--- src/rtl/msgpass_buffer_arb.sv ---
// Dual-write / dual-read message buffer with self-zeroing init and port-A-wins write arbitration.
// Build option: define MSGPASS_BUFF_FWD_EN to forward same-cycle committed write data to reads.
module msgpass_buffer_arb #(
   parameter int DATA_WIDTH = 8,
   parameter int DEPTH      = 64,
   parameter int ADDR_WIDTH = $clog2(DEPTH),
   parameter int CNT_WIDTH  = 16
) (
   input  logic                  clk_i,
   input  logic                  rst,
   output logic                  init_busy_o,
   input  logic                  wen_a_i,
   input  logic                  wen_b_i,
   input  logic [ADDR_WIDTH-1:0] waddr_a_i,
   input  logic [ADDR_WIDTH-1:0] waddr_b_i,
   input  logic [DATA_WIDTH-1:0] wdata_a_i,
   input  logic [DATA_WIDTH-1:0] wdata_b_i,
   input  logic                  ren_a_i,
   input  logic                  ren_b_i,
   input  logic [ADDR_WIDTH-1:0] raddr_a_i,
   input  logic [ADDR_WIDTH-1:0] raddr_b_i,
   output logic [DATA_WIDTH-1:0] rdata_a_o,
   output logic [DATA_WIDTH-1:0] rdata_b_o,
   output logic                  rvalid_a_o,
   output logic                  rvalid_b_o,
   output logic                  conflict_o,
   output logic [CNT_WIDTH-1:0]  conflict_cnt_o,
   output logic [0:0]            dbg_state_o
);

   localparam logic [0:0] ST_INIT = 1'b0;
   localparam logic [0:0] ST_RUN  = 1'b1;

   logic [0:0]            state;
   logic [ADDR_WIDTH-1:0] init_addr;
   logic [DATA_WIDTH-1:0] mem [DEPTH];
   logic                  run;
   logic                  drop_b;
   logic                  commit_a;
   logic                  commit_b;
   logic [DATA_WIDTH-1:0] rd_word_a;
   logic [DATA_WIDTH-1:0] rd_word_b;

   assign run         = (state == ST_RUN);
   assign init_busy_o = (state == ST_INIT);
   assign dbg_state_o = state;

   // Port A always wins a same-address collision; port B's write is the one dropped.
   assign drop_b   = run && wen_a_i && wen_b_i && (waddr_a_i == waddr_b_i);
   assign commit_a = run && wen_a_i;
   assign commit_b = run && wen_b_i && !drop_b;

`ifdef MSGPASS_BUFF_FWD_EN
   always_comb begin
      rd_word_a = mem[raddr_a_i];
      if (commit_a && (waddr_a_i == raddr_a_i))
         rd_word_a = wdata_a_i;
      else if (commit_b && (waddr_b_i == raddr_a_i))
         rd_word_a = wdata_b_i;
   end

   always_comb begin
      rd_word_b = mem[raddr_b_i];
      if (commit_a && (waddr_a_i == raddr_b_i))
         rd_word_b = wdata_a_i;
      else if (commit_b && (waddr_b_i == raddr_b_i))
         rd_word_b = wdata_b_i;
   end
`else
   assign rd_word_a = mem[raddr_a_i];
   assign rd_word_b = mem[raddr_b_i];
`endif

   always_ff @(posedge clk_i) begin
      if (rst) begin
         state     <= ST_INIT;
         init_addr <= '0;
      end else if (state == ST_INIT) begin
         init_addr <= init_addr + ADDR_WIDTH'(1);
         if (init_addr == ADDR_WIDTH'(DEPTH - 1))
            state <= ST_RUN;
      end
   end

   // Storage has no reset of its own; the INIT sweep is what clears it.
   always_ff @(posedge clk_i) begin
      if (!rst) begin
         if (state == ST_INIT) begin
            mem[init_addr] <= '0;
         end else begin
            if (commit_b) mem[waddr_b_i] <= wdata_b_i;
            if (commit_a) mem[waddr_a_i] <= wdata_a_i;
         end
      end
   end

   always_ff @(posedge clk_i) begin
      if (rst) begin
         rdata_a_o  <= '0;
         rdata_b_o  <= '0;
         rvalid_a_o <= 1'b0;
         rvalid_b_o <= 1'b0;
      end else begin
         rvalid_a_o <= run && ren_a_i;
         rvalid_b_o <= run && ren_b_i;
         if (run && ren_a_i) rdata_a_o <= rd_word_a;
         if (run && ren_b_i) rdata_b_o <= rd_word_b;
      end
   end

   always_ff @(posedge clk_i) begin
      if (rst) begin
         conflict_o     <= 1'b0;
         conflict_cnt_o <= '0;
      end else begin
         conflict_o <= drop_b;
         if (drop_b && (conflict_cnt_o != {CNT_WIDTH{1'b1}}))
            conflict_cnt_o <= conflict_cnt_o + CNT_WIDTH'(1);
      end
   end

endmodule

--- config.mk ---
export PLATFORM = sky130hd
export DESIGN_NAME = msgpass_buffer_arb
export DESIGN_NICKNAME = d
export VERILOG_FILES = /design/src/rtl/msgpass_buffer_arb.sv
export SDC_FILE = /design/constraint.sdc
export NUM_CORES = 1
export LEC_CHECK = 0
export ABC_AREA = 0
export CAP_MARGIN = 10
export CORE_ASPECT_RATIO = 1.1
export CORE_UTILIZATION = 45
export CTS_CLUSTER_DIAMETER = 40
export DETAILED_ROUTE_END_ITERATION = 10
export PLACE_DENSITY = 0.65
export SLEW_MARGIN = 25
export SYNTH_ARGS = -nofsm -noshare
export SYNTH_HDL_FRONTEND = slang
export SYNTH_SLANG_ARGS = --single-unit
--- constraint.sdc ---
create_clock -name clk_i -period 3.6 [get_ports clk_i]
set_input_delay 0.9 -clock clk_i [delete_from_list [all_inputs] [get_ports clk_i]]
set_output_delay 0.9 -clock clk_i [all_outputs]
set_load 0.03 [all_outputs]
==> impl_metrics.yaml <==
yosys:
  yosys_warnings: 0
  syn_area_per_cell_sq_um: 11.7
  synth_top_area_frac: 0.476
  synthSimpleGateAreaFrac: 0.106
  ys_ff_latch: 554
  synthMuxAreaShare: 0.221
  synth_area_sq_um: 32300
  synth_most_common_cell: "edfxtp_1"
  synth_cell_type_count: 69
  synth_top_family_by_area: "multiplexers"
  synthXorXnorAreaFrac: 0.00624
  seq_area_frac_synth: 0.502
  netlist_instances: 2768
  synth_area_leaders: "edfxtp_1 48%, mux4_2 14%, mux2_2 7.5%"
  synth-adder-area-share: 0.000775
  synthFlopType: "edfxtp_1"
  synthTopCellsByCount: "512 x edfxtp_1, 505 x nand2_1, 396 x o21ai_0"
  synth-compound-area-share: 0.126
  synth_nets: 2816
  async_reset_ff_frac: 0
  synth_top_cell_by_area: "edfxtp_1"
  synth_enable_flop_cells: 512
setup_path:
  cp-endpoint: "mem[41][4]$_DFFE_PP_"
  cp-end-kind: "flip-flop"
  worst-r2r-cell-count: 7
  critPathMaxFanout: 12
  crit_start: "waddr_a_i[4]"
  startpoint_type: "primary input"
  crit_arrival_ns: 3.94
  rr_endpoint: "mem[41][4]$_DFFE_PP_"
  reg2reg_slack_ns: 0.42
  r2r-start: "dbg_state_o$_SDFF_PP0_"
  required_ns: 3.87
  critical_path_class: "in2reg"
routing:
  drt_iter0_markers: 3980
  vias_per_cell: 6.70
  dr.pass1.iters: 6
  ant_nets: 0
  post_drt_wl_per_cell_microns: 31.5
  drc: 0
  drt_wl_total_microns: 124000
  num_vias: 26424
flow_run:
  max_cap_violations: 0
cells_and_area:
  finalNetCount: 2978
  drive_gt1_frac: 0.299
  seq_area_sq_um: 16200
  stdcell_area_sq_um: 38900
  multiInputGateArea_sq_um: 14900
  n_fill_cell: 5894
  finalNonFillerCells: 3943
  utilization: 0.550
  synthToLayoutAreaGrowth_pct: 20.3
grt:
  grt_use_total: 0.338
  grt_max_degree: 65
  antenna_found_initial: 2
  grt-ovfl-total: 0
  first_global_vias: 25564
  grt_first_pass_wirelength_microns: 178000
status:
  violations: "setup timing"
  status: "finished with violations"
sta:
  report.final.hold_viol_count: 0
  setup_viol: 8
  fin_crit_sh: 1.02
  clock_skew_ns: 0.0497
  relSlewSlack: 0.309
  period_needed_ns: 3.66
  max_freq_mhz: 273
  setup_tns_ns: -0.466
  slew_viol_final: 0
  rsz0062_at_grt: "yes"
  hold_ws_ns: 0.542
  worst_slack_ns: -0.0617
  worst_pin_slew_ns: 1.04
clock_network:
  max-clock-path-buffers: 3
  cts-buffers-inserted: 85
  clock_sinks: 554
  clk_latency_ns: 0.66
  htreeDepth: 3
  cts_setup_buffers: 0
  cts.clk_slew.worst_paths_ns: 0.05
  cts-root-buf: "clkbuf_16"
  postCtsHoldBufs: 0
  cts_tree: "done"
  cts_resized: 0
pwr:
  p_per_area_nw_per_um2: 440
  peakVddDrop_mv: 0.402
  p_leak_uw: 0.0141
placed_design:
  dp_hpwl_microns: 84000
  postPlaceCellArea_sq_um: 35800
  place_inst: 3779
  portBuffers: 82
  gp_congestion: 1.02
floorplan:
  die_w_microns: 257
  die_h_microns: 283
  die_area_sq_um: 72800
  io_pins: 83
  core_sq_um: 70700
  core.rowCount: 102
  initial_core_util: 0.457
hold_path:
  hold_depth: 2
  min_path_type: "reg2reg"
## routing by layer
layer / part of all wire / GRT usage / vias up
li1: - / - / 10939
met5: 0 / 0 / -
met3: 0.12 / 0.0692 / 457
met1: 0.37 / 0.444 / 12950
met4: 0.067 / 0.211 / 0
met2: 0.45 / 0.514 / 2078
## layout by cell type, fill, tap and decap left out, types with 8 or more instances in the layout
| master | synthesis | layout |
|---|---|---|
| a211oi_1 | 32 | 32 |
| nor2_1 | 120 | 120 |
| mux2_2 | 216 | 216 |
| dfxtp_1 | 42 | 42 |
| nand2b_1 | 16 | 16 |
| a31oi_1 | 9 | 9 |
| and2_4 | 8 | 8 |
| nor3_1 | 9 | 9 |
| clkinvlp_4 | 0 | 8 |
| a22oi_1 | 53 | 53 |
| edfxtp_1 | 512 | 512 |
| clkinv_4 | 0 | 8 |
| o21ai_1 | 12 | 12 |
| mux2i_1 | 28 | 28 |
| a21oi_1 | 27 | 27 |
| bufinv_16 | 0 | 14 |
| nor2b_1 | 31 | 31 |
| clkdlybuf4s50_1 | 0 | 70 |
| o21ai_0 | 396 | 396 |
| clkbuf_1 | 178 | 9 |
| nand2_2 | 0 | 8 |
| mux4_2 | 196 | 196 |
| nand3_1 | 16 | 16 |
| a221oi_1 | 17 | 17 |
| o22ai_1 | 88 | 88 |
| inv_6 | 0 | 9 |
| xnor2_1 | 20 | 20 |
| buf_12 | 0 | 49 |
| nand2_1 | 505 | 497 |
| clkbuf_16 | 0 | 85 |
| inv_8 | 0 | 8 |
| buf_4 | 3 | 231 |
## cell type report
type / instances / share of cell area
Clock buffer: 94 / 0.0556
Multi-Input combinational cell: 1924 / 0.383
Clock inverter: 66 / 0.0234
Inverter: 5 / 0.000483
Tap cell: 936 / 0.0301
Sequential cell: 554 / 0.417
Antenna cell: 4 / 0.000258
Timing Repair Buffer: 360 / 0.0898
## state kept, by name, summed over array words and instances, names as in the netlist
register        count
rvalid_b_o          1
init_addr           6
conflict_o          1
rdata_b_o           8
rdata_a_o           8
rvalid_a_o          1
dbg_state_o         1
mem               512
conflict_cnt_o     16
## kinds of logic after synthesis
kind of cell,Yosys count
AO/OA/AOI/OAI,681
buffers and inverters,290
AND/OR/NAND/NOR,777
multiplexers,441
flip-flops,554
adder cells (fa/ha/maj),2
XOR/XNOR,23
## through the flow
stage	total power [uW]	setup WS [ns]
6_report	17100	-0.0617
5_1_grt	17400	-0.155
4_1_cts	17100	0.0482
3_5_place_dp	8290	-0.661
3_3_place_gp	8290	-0.692
2_1_floorplan	7740	0.117
## power by group
| part | switching, uW | total [uW] | internal [uW] | leakage, uW |
|---|---|---|---|---|
| clock | 3420 | 8900 | 5480 | 0.00147 |
| sequential | 18.1 | 6970 | 6950 | 0.00574 |
| combinational | 774 | 1240 | 465 | 0.00690 |
| total | 4210 | 17100 | 12900 | 0.0141 |
## worst min-delay path by stage
stage | from | end | slack (ns)
floorplan | init_addr[4]$_SDFFE_PP0N_ | init_addr[4]$_SDFFE_PP0N_ | 0.57
global placement | conflict_cnt_o[1]$_SDFFE_PP0P_ | conflict_cnt_o[1]$_SDFFE_PP0P_ | 0.50
detailed placement | conflict_cnt_o[1]$_SDFFE_PP0P_ | conflict_cnt_o[1]$_SDFFE_PP0P_ | 0.53
CTS | conflict_cnt_o[1]$_SDFFE_PP0P_ | conflict_cnt_o[1]$_SDFFE_PP0P_ | 0.54
global route | conflict_cnt_o[1]$_SDFFE_PP0P_ | conflict_cnt_o[1]$_SDFFE_PP0P_ | 0.59
finish | conflict_cnt_o[1]$_SDFFE_PP0P_ | conflict_cnt_o[1]$_SDFFE_PP0P_ | 0.54
## worst max-delay path: stages
cell	delay, ns
clkdlybuf4s50_1	0.63
xnor2_1	0.17
nand3_1	0.11
o41a_2	0.55
buf_4	0.21
nor4b_2	0.34
a31oi_4	0.20
o22ai_1	0.80
No activity file was read; power rests on OpenSTA's default activity.
